## config.mk

```make
export PLATFORM = sky130hd
export DESIGN_NAME = fft_twiddle_scale_flat
export DESIGN_NICKNAME = d
export VERILOG_FILES = /design/src/rtl/fft_twiddle_scale_if.sv /design/src/rtl/fft_twiddle_scale.sv /design/src/flat_wrapper.sv
export SDC_FILE = /design/constraint.sdc
export NUM_CORES = 2
export LEC_CHECK = 0
export CORE_ASPECT_RATIO = 1.2
export CORE_MARGIN = 3
export CORE_UTILIZATION = 35
export CTS_CLUSTER_SIZE = 25
export DETAILED_ROUTE_END_ITERATION = 12
export REMOVE_ABC_BUFFERS = 1
export SYNTH_ARGS = -nofsm -noshare
export SYNTH_HDL_FRONTEND = slang
export SYNTH_SLANG_ARGS = --single-unit
export TNS_END_PERCENT = 1
```

## constraint.sdc

```tcl
create_clock -name clk_fft -period 8.4 [get_ports clk_fft]
set_input_delay 1.26 -clock clk_fft [delete_from_list [all_inputs] [get_ports clk_fft]]
set_output_delay 1.26 -clock clk_fft [all_outputs]
set_load 0.005 [all_outputs]
```

## src/rtl/fft_twiddle_scale_if.sv

```systemverilog
// Bundles the sample stream, the twiddle ROM port and the product stream of
// fft_twiddle_scale.
//
// Handshake: in_ena qualifies in_real/in_imag/in_sop for one clk_fft cycle.
// out_ena qualifies rr/ri_scaled_shifted, out_sop, frame_done and frame_err
// for one cycle. Neither side can stall the other, so there is no ready signal.
//
// Modports:
//   slave  - the twiddle stage: consumes samples and ROM data, drives the
//            ROM address and the products.
//   master - the environment: upstream sub-FFT, twiddle ROM and downstream
//            combine stage.
interface fft_twiddle_scale_if #(
    parameter int data_width            = 16,
    parameter int twiddle_width         = 16,
    parameter int log2_transform_length = 15
);
    logic signed [data_width-1:0]      in_real;
    logic signed [data_width-1:0]      in_imag;
    logic                              in_ena;
    logic                              in_sop;
    logic [log2_transform_length-2:0]  tw_rom_addr;
    logic signed [twiddle_width-1:0]   tw_rom_real;
    logic signed [twiddle_width-1:0]   tw_rom_imag;
    logic signed [data_width+1:0]      rr_scaled_shifted;
    logic signed [data_width+1:0]      ri_scaled_shifted;
    logic                              out_ena;
    logic                              out_sop;
    logic                              frame_done;
    logic                              frame_err;

    modport slave (
        input  in_real, in_imag, in_ena, in_sop, tw_rom_real, tw_rom_imag,
        output tw_rom_addr, rr_scaled_shifted, ri_scaled_shifted,
               out_ena, out_sop, frame_done, frame_err
    );

    modport master (
        output in_real, in_imag, in_ena, in_sop, tw_rom_real, tw_rom_imag,
        input  tw_rom_addr, rr_scaled_shifted, ri_scaled_shifted,
               out_ena, out_sop, frame_done, frame_err
    );
endinterface

```

## src/rtl/fft_twiddle_scale.sv

```systemverilog
// Twiddle-multiply and scale stage for the final radix-2 combine.
// The stage multiplies each bottom-half sample by W_N^k, which it reads from
// an external ROM with a 2-cycle read latency. It rounds the complex product
// and shifts it back to data_width+2 bits.
//
// Ports:
//   clk_fft     - sole clock, rising edge
//   reset_n     - asynchronous active-low reset
//   bus         - fft_twiddle_scale_if.slave: samples in, ROM address/data,
//                 products out with out_ena/out_sop/frame_done/frame_err
//   dbg_state_o - 1 while the frame FSM is in RUN, 0 in IDLE
//
// Pipeline: an accepted sample is registered at edge E (stage 0). The ROM
// address is registered at E+1. The ROM answers after E+3. The products are
// registered at E+4 and the rounded result at E+5. Latency is fixed at 5.
module fft_twiddle_scale #(
    parameter int data_width            = 16,
    parameter int twiddle_width         = 16,
    parameter int transform_length      = 32768,
    parameter int log2_transform_length = 15
) (
    input  logic               clk_fft,
    input  logic               reset_n,
    fft_twiddle_scale_if.slave bus,
    output logic               dbg_state_o
);
    localparam int KW = log2_transform_length - 1;
    localparam int PW = data_width + twiddle_width;
    localparam int SW = PW + 1;
    localparam int OW = data_width + 2;
    localparam int SH = twiddle_width - 1;
    localparam logic [KW-1:0]        K_LAST = KW'(transform_length / 2 - 1);
    localparam logic signed [SW-1:0] RND    = SW'(2 ** (twiddle_width - 2));

    typedef enum logic {IDLE = 1'b0, RUN = 1'b1} state_t;

    state_t        state_q, state_d;
    logic [KW-1:0] k_q, k_d;
    logic          accept;
    logic          err_tag;
    logic          done_tag;

    // Tags: bit n is the tag of the sample registered n edges after acceptance.
    logic [4:0]    v_q, sop_q, done_q, err_q;
    logic [KW-1:0] k0_q;
    logic signed [data_width-1:0] d_re_q [4];
    logic signed [data_width-1:0] d_im_q [4];
    logic signed [PW-1:0] p_rr_q, p_ii_q, p_ri_q, p_ir_q;
    logic signed [SW-1:0] sum_r, sum_i;
    logic signed [OW-1:0] rr_d, ri_d;

    // In IDLE, only a sop opens a frame. In RUN, every in_ena is a sample,
    // and a sop restarts the index.
    always_comb begin
        state_d  = state_q;
        k_d      = k_q;
        accept   = 1'b0;
        err_tag  = 1'b0;
        done_tag = 1'b0;
        case (state_q)
            IDLE:    accept = bus.in_ena & bus.in_sop;
            RUN:     accept = bus.in_ena;
            default: accept = 1'b0;
        endcase
        if (accept) begin
            k_d      = bus.in_sop ? '0 : k_q + KW'(1);
            err_tag  = (state_q == RUN) && bus.in_sop && (k_q != K_LAST);
            done_tag = (k_d == K_LAST);
            state_d  = done_tag ? IDLE : RUN;
        end
    end

    // Round half up, then drop the Q1.(twiddle_width-1) fraction bits.
    always_comb begin
        sum_r = SW'(p_rr_q) - SW'(p_ii_q) + RND;
        sum_i = SW'(p_ri_q) + SW'(p_ir_q) + RND;
        rr_d  = OW'(sum_r >>> SH);
        ri_d  = OW'(sum_i >>> SH);
    end

    always_ff @(posedge clk_fft or negedge reset_n) begin
        if (!reset_n) begin
            state_q               <= IDLE;
            k_q                   <= '0;
            v_q                   <= '0;
            sop_q                 <= '0;
            done_q                <= '0;
            err_q                 <= '0;
            k0_q                  <= '0;
            d_re_q                <= '{default: '0};
            d_im_q                <= '{default: '0};
            p_rr_q                <= '0;
            p_ii_q                <= '0;
            p_ri_q                <= '0;
            p_ir_q                <= '0;
            bus.tw_rom_addr       <= '0;
            bus.rr_scaled_shifted <= '0;
            bus.ri_scaled_shifted <= '0;
            bus.out_ena           <= 1'b0;
            bus.out_sop           <= 1'b0;
            bus.frame_done        <= 1'b0;
            bus.frame_err         <= 1'b0;
        end else begin
            state_q   <= state_d;
            k_q       <= k_d;
            v_q       <= {v_q[3:0], accept};
            sop_q     <= {sop_q[3:0], accept & bus.in_sop};
            done_q    <= {done_q[3:0], done_tag};
            err_q     <= {err_q[3:0], err_tag};
            k0_q      <= k_d;
            d_re_q[0] <= bus.in_real;
            d_im_q[0] <= bus.in_imag;
            for (int i = 1; i < 4; i++) begin
                d_re_q[i] <= d_re_q[i-1];
                d_im_q[i] <= d_im_q[i-1];
            end
            // The address only moves on accepted samples, so it holds across gaps.
            if (v_q[0]) begin
                bus.tw_rom_addr <= k0_q;
            end
            // Stage 3 data meets the ROM word for the same sample here.
            p_rr_q <= PW'(d_re_q[3]) * PW'(bus.tw_rom_real);
            p_ii_q <= PW'(d_im_q[3]) * PW'(bus.tw_rom_imag);
            p_ri_q <= PW'(d_re_q[3]) * PW'(bus.tw_rom_imag);
            p_ir_q <= PW'(d_im_q[3]) * PW'(bus.tw_rom_real);
            bus.out_ena    <= v_q[4];
            bus.out_sop    <= sop_q[4];
            bus.frame_done <= done_q[4];
            bus.frame_err  <= err_q[4];
            if (v_q[4]) begin
                bus.rr_scaled_shifted <= rr_d;
                bus.ri_scaled_shifted <= ri_d;
            end
        end
    end

    assign dbg_state_o = (state_q == RUN);
endmodule

```

## src/flat_wrapper.sv

```systemverilog
// flat-port wrapper written by rule: the top's interface ports become plain ports
module fft_twiddle_scale_flat 
#(
    parameter int data_width            = 16,
    parameter int twiddle_width         = 16,
    parameter int transform_length      = 32768,
    parameter int log2_transform_length = 15
)
  (clk_fft, reset_n, dbg_state_o, bus_in_real, bus_in_imag, bus_in_ena, bus_in_sop, bus_tw_rom_real, bus_tw_rom_imag, bus_tw_rom_addr, bus_rr_scaled_shifted, bus_ri_scaled_shifted, bus_out_ena, bus_out_sop, bus_frame_done, bus_frame_err);
  fft_twiddle_scale_if #(.data_width(data_width), .twiddle_width(twiddle_width), .log2_transform_length(log2_transform_length)) bus_i ();
  input  logic clk_fft;
  input  logic reset_n;
  output logic dbg_state_o;
  input wire logic [$bits(bus_i.in_real)-1:0] bus_in_real;
  input wire logic [$bits(bus_i.in_imag)-1:0] bus_in_imag;
  input wire logic [$bits(bus_i.in_ena)-1:0] bus_in_ena;
  input wire logic [$bits(bus_i.in_sop)-1:0] bus_in_sop;
  input wire logic [$bits(bus_i.tw_rom_real)-1:0] bus_tw_rom_real;
  input wire logic [$bits(bus_i.tw_rom_imag)-1:0] bus_tw_rom_imag;
  output wire logic [$bits(bus_i.tw_rom_addr)-1:0] bus_tw_rom_addr;
  output wire logic [$bits(bus_i.rr_scaled_shifted)-1:0] bus_rr_scaled_shifted;
  output wire logic [$bits(bus_i.ri_scaled_shifted)-1:0] bus_ri_scaled_shifted;
  output wire logic [$bits(bus_i.out_ena)-1:0] bus_out_ena;
  output wire logic [$bits(bus_i.out_sop)-1:0] bus_out_sop;
  output wire logic [$bits(bus_i.frame_done)-1:0] bus_frame_done;
  output wire logic [$bits(bus_i.frame_err)-1:0] bus_frame_err;
  assign bus_i.in_real = bus_in_real;
  assign bus_i.in_imag = bus_in_imag;
  assign bus_i.in_ena = bus_in_ena;
  assign bus_i.in_sop = bus_in_sop;
  assign bus_i.tw_rom_real = bus_tw_rom_real;
  assign bus_i.tw_rom_imag = bus_tw_rom_imag;
  assign bus_tw_rom_addr = bus_i.tw_rom_addr;
  assign bus_rr_scaled_shifted = bus_i.rr_scaled_shifted;
  assign bus_ri_scaled_shifted = bus_i.ri_scaled_shifted;
  assign bus_out_ena = bus_i.out_ena;
  assign bus_out_sop = bus_i.out_sop;
  assign bus_frame_done = bus_i.frame_done;
  assign bus_frame_err = bus_i.frame_err;
  fft_twiddle_scale #(.data_width(data_width), .twiddle_width(twiddle_width), .transform_length(transform_length), .log2_transform_length(log2_transform_length)) u_core (.clk_fft(clk_fft), .reset_n(reset_n), .bus(bus_i), .dbg_state_o(dbg_state_o));
endmodule
```

==> results.cfg <==
[timing]
worst_pin_slew_ps = 1270
rsz0062_at_grt = no
relSlewSlack_pct = 15.3
final.min_clock_period_ps = 7770
hold_violations = 0
setup_tns_ps = 0
slew_viol_final = 0
fin_crit_sh_pct = 92.6
clock.fmax_mhz = 129
clock-skew-final_ps = 32.3
setup_viol = 0

[clock_tree]
hold_buffers = 0
cts.sinks = 345
post_cts_buffers = 0
cts_tree = done
htree_levels = 2
cts.path.max_buffers = 3
worst_skew_pair.late_latency_ps = 620
cts_buffers = 43
clk_root_buffer_cell = clkbuf_16
cts_resized = 0
clk_pin_slew_ps = 60

[global_routing]
grt_usage_pct = 16.7
grt_overflow = 0
grt_pass1_vias = 38600
grt_antenna_before_repair = 5
grt_max_degree = 146
grt_pass1_wl_mm = 203

[final_layout]
final_common_cell = inv_1
fill_cells = 14700
final_nets = 6932
register_area_sq_mm = 0.00864
drive_above_1_share_pct = 4.45
final_cell_mix = 1,213 x inv_1, 1,048 x fa_1, 555 x nand2_1
area_growth_pct = 10.5
multiInputGateArea_sq_mm = 0.0382

[worst_setup_path]
cp-start-kind = input pin
crit_slowest_cell = clkdlybuf4s50_1
worst-path-buf-inv = 6
crit_top_cell = fa_1
reg2reg_from = u_core.d_im_q[5]
end_kind = register
critical_path_class = in2reg
cp_data_arrival_time_ps = 8250
slowest_delay_ps = 940
reg2reg_depth = 24
crit_family = adder cells
cp_max_fo = 15
cp.required_ps = 8870
reg2reg_to = u_core.p_ii_q[30]
path_cells = clkdlybuf4s50_1 -> buf_4 -> and2_1 -> fa_1 -> inv_1 -> fa_1 -> fa_1 -> inv_1 -> fa_1 -> fa_1 -> inv_1 -> fa_1 -> inv_1 -> ha_1 -> a21oi_1 -> o21bai_1 -> a21oi_1 -> o21a_1 -> a21oi_1 -> o21ai_0 -> a21boi_0 -> or2_2 -> o311ai_0
ff2ff_setup_slack_ps = 1070

[floorplanning]
die_area_sq_mm = 0.154
placementRows = 154
io_pins = 123
die_h_um = 429
initial_core_util_pct = 35.4
core_sq_mm = 0.148
die_x_um = 359

[yosys]
ys_seq_elements = 345
syn_area_sq_mm = 0.0522
yosys_warnings = 0
async_flop_share_pct = 100
synth_area_per_cell_sq_um = 9.85
synthCells = 5302
yosysSeqAreaShare_pct = 16.5
synth-edff-count = 0
ys.flop_type = dfrtp_1
yosysUniqueCellTypes = 70

[detailed_routing]
drt_iter0_drc = 1676
postRouteAntennaNets = 0
wl_per_cell_um = 16.6
viasPerCell = 4.79
wirelength_mm = 122
drt_first_pass_iters = 5
remaining_drc_errors = 0
vias = 35200

[placement]
io_buffers = 122
globalplace.congestion = 0.842
hpwl_mm = 98.1

[job]
drv_cap = 0

[hold_path]
hold_path_class = reg2reg
hp-start = u_core.d_im_q[55]
holdPathStages = 0
hold_end = u_core.d_im_q[39]

[outcome]
status = completed
kinds of logic after synthesis:
| group | count (synthesis) | synth area share (%) |
|---|---|---|
| adder cells (fa/ha/maj) | 1499 | 51.0 |
| buffers and inverters | 1428 | 10.3 |
| AND/OR/NAND/NOR | 1409 | 13.4 |
| AO/OA/AOI/OAI | 446 | 5.74 |
| flip-flops | 345 | 16.5 |
| XOR/XNOR | 140 | 2.35 |
| multiplexers | 35 | 0.735 |
synth_stat cells, types with 38 or more instances:
cell | count | area share (%)
ha_1 | 451 | 11
a21o_1 | 77 | 1.1
dfrtp_1 | 345 | 17
a21oi_1 | 112 | 1.1
clkbuf_1 | 210 | 1.5
nor3_1 | 62 | 0.59
xnor2_1 | 102 | 1.7
fa_1 | 1048 | 40
and2_1 | 497 | 6.0
nor2_1 | 130 | 0.93
xor2_1 | 38 | 0.64
inv_1 | 1214 | 8.7
o21ai_0 | 83 | 0.80
nand2_1 | 555 | 4.0
nand3_1 | 38 | 0.36
worst max-delay path by stage:
stage	startpoint	endpoint	depth (start not counted)
global route	bus_tw_rom_real[6]	u_core.p_rr_q[26]	23
detailed placement	bus_tw_rom_real[6]	u_core.p_rr_q[26]	23
finish	bus_tw_rom_real[6]	u_core.p_rr_q[26]	23
global placement	bus_tw_rom_real[6]	u_core.p_rr_q[26]	23
floorplan	bus_tw_rom_imag[2]	u_core.p_ri_q[30]	19
CTS	bus_tw_rom_real[6]	u_core.p_rr_q[26]	23
worst reg2reg max path: stages (launching register included):
cell	delay, ps
dfrtp_1	1170
buf_4	380
nand2_1	90
fa_1	490
inv_1	50
fa_1	490
inv_1	50
fa_1	580
inv_1	60
fa_1	380
fa_1	510
inv_1	50
fa_1	470
inv_1	40
ha_1	380
a21o_1	140
a21o_1	100
a21o_1	140
a41oi_1	180
a21oi_1	260
a41oi_1	160
buf_4	180
o31ai_1	430
nor4_1	80
a311o_1	330
registers in the layout, summed over array words and instances (netlist names), 18 cells and up:
| register | flops |
|---|---|
| u_core.bus.ri_scaled_shifted | 18 |
| u_core.p_ri_q | 32 |
| u_core.d_im_q | 64 |
| u_core.p_ir_q | 32 |
| u_core.p_rr_q | 32 |
| u_core.d_re_q | 64 |
| u_core.p_ii_q | 32 |
| u_core.bus.rr_scaled_shifted | 18 |
through the flow:
step	hold WS [ps]	worst slack, ps	utilization, %	cell area, sq um	std cells
2_1_floorplan	331	1520	-	51400	5088
3_3_place_gp	332	213	38.1	56200	7270
3_5_place_dp	335	59.8	38.1	56200	7270
4_1_cts	335	697	39.1	57700	7347
5_1_grt	341	249	39.1	57700	7347
6_report	329	626	39.1	57700	7350
area by class of cell:
class	instances	share of cell area [%]
Clock inverter	23	0.572
Sequential cell	345	15.0
Inverter	1214	7.89
Tap cell	1950	4.23
Timing Repair Buffer	232	3.99
Antenna cell	3	0.0130
Clock buffer	54	2.08
Multi-Input combinational cell	3529	66.3
per-layer routing:
layer	track usage, %	wire (um)	vias to the layer above	share of wire, %
li1	-	-	16000	-
met1	21.0	49600	18300	41
met2	29.1	62000	731	51
met3	2.06	5420	169	4.4
met4	6.36	5220	4	4.3
met5	0	27	-	0.022
Power is not shown: default switching activity piles up to over one toggle a cycle in this logic, so the estimate is an artifact.
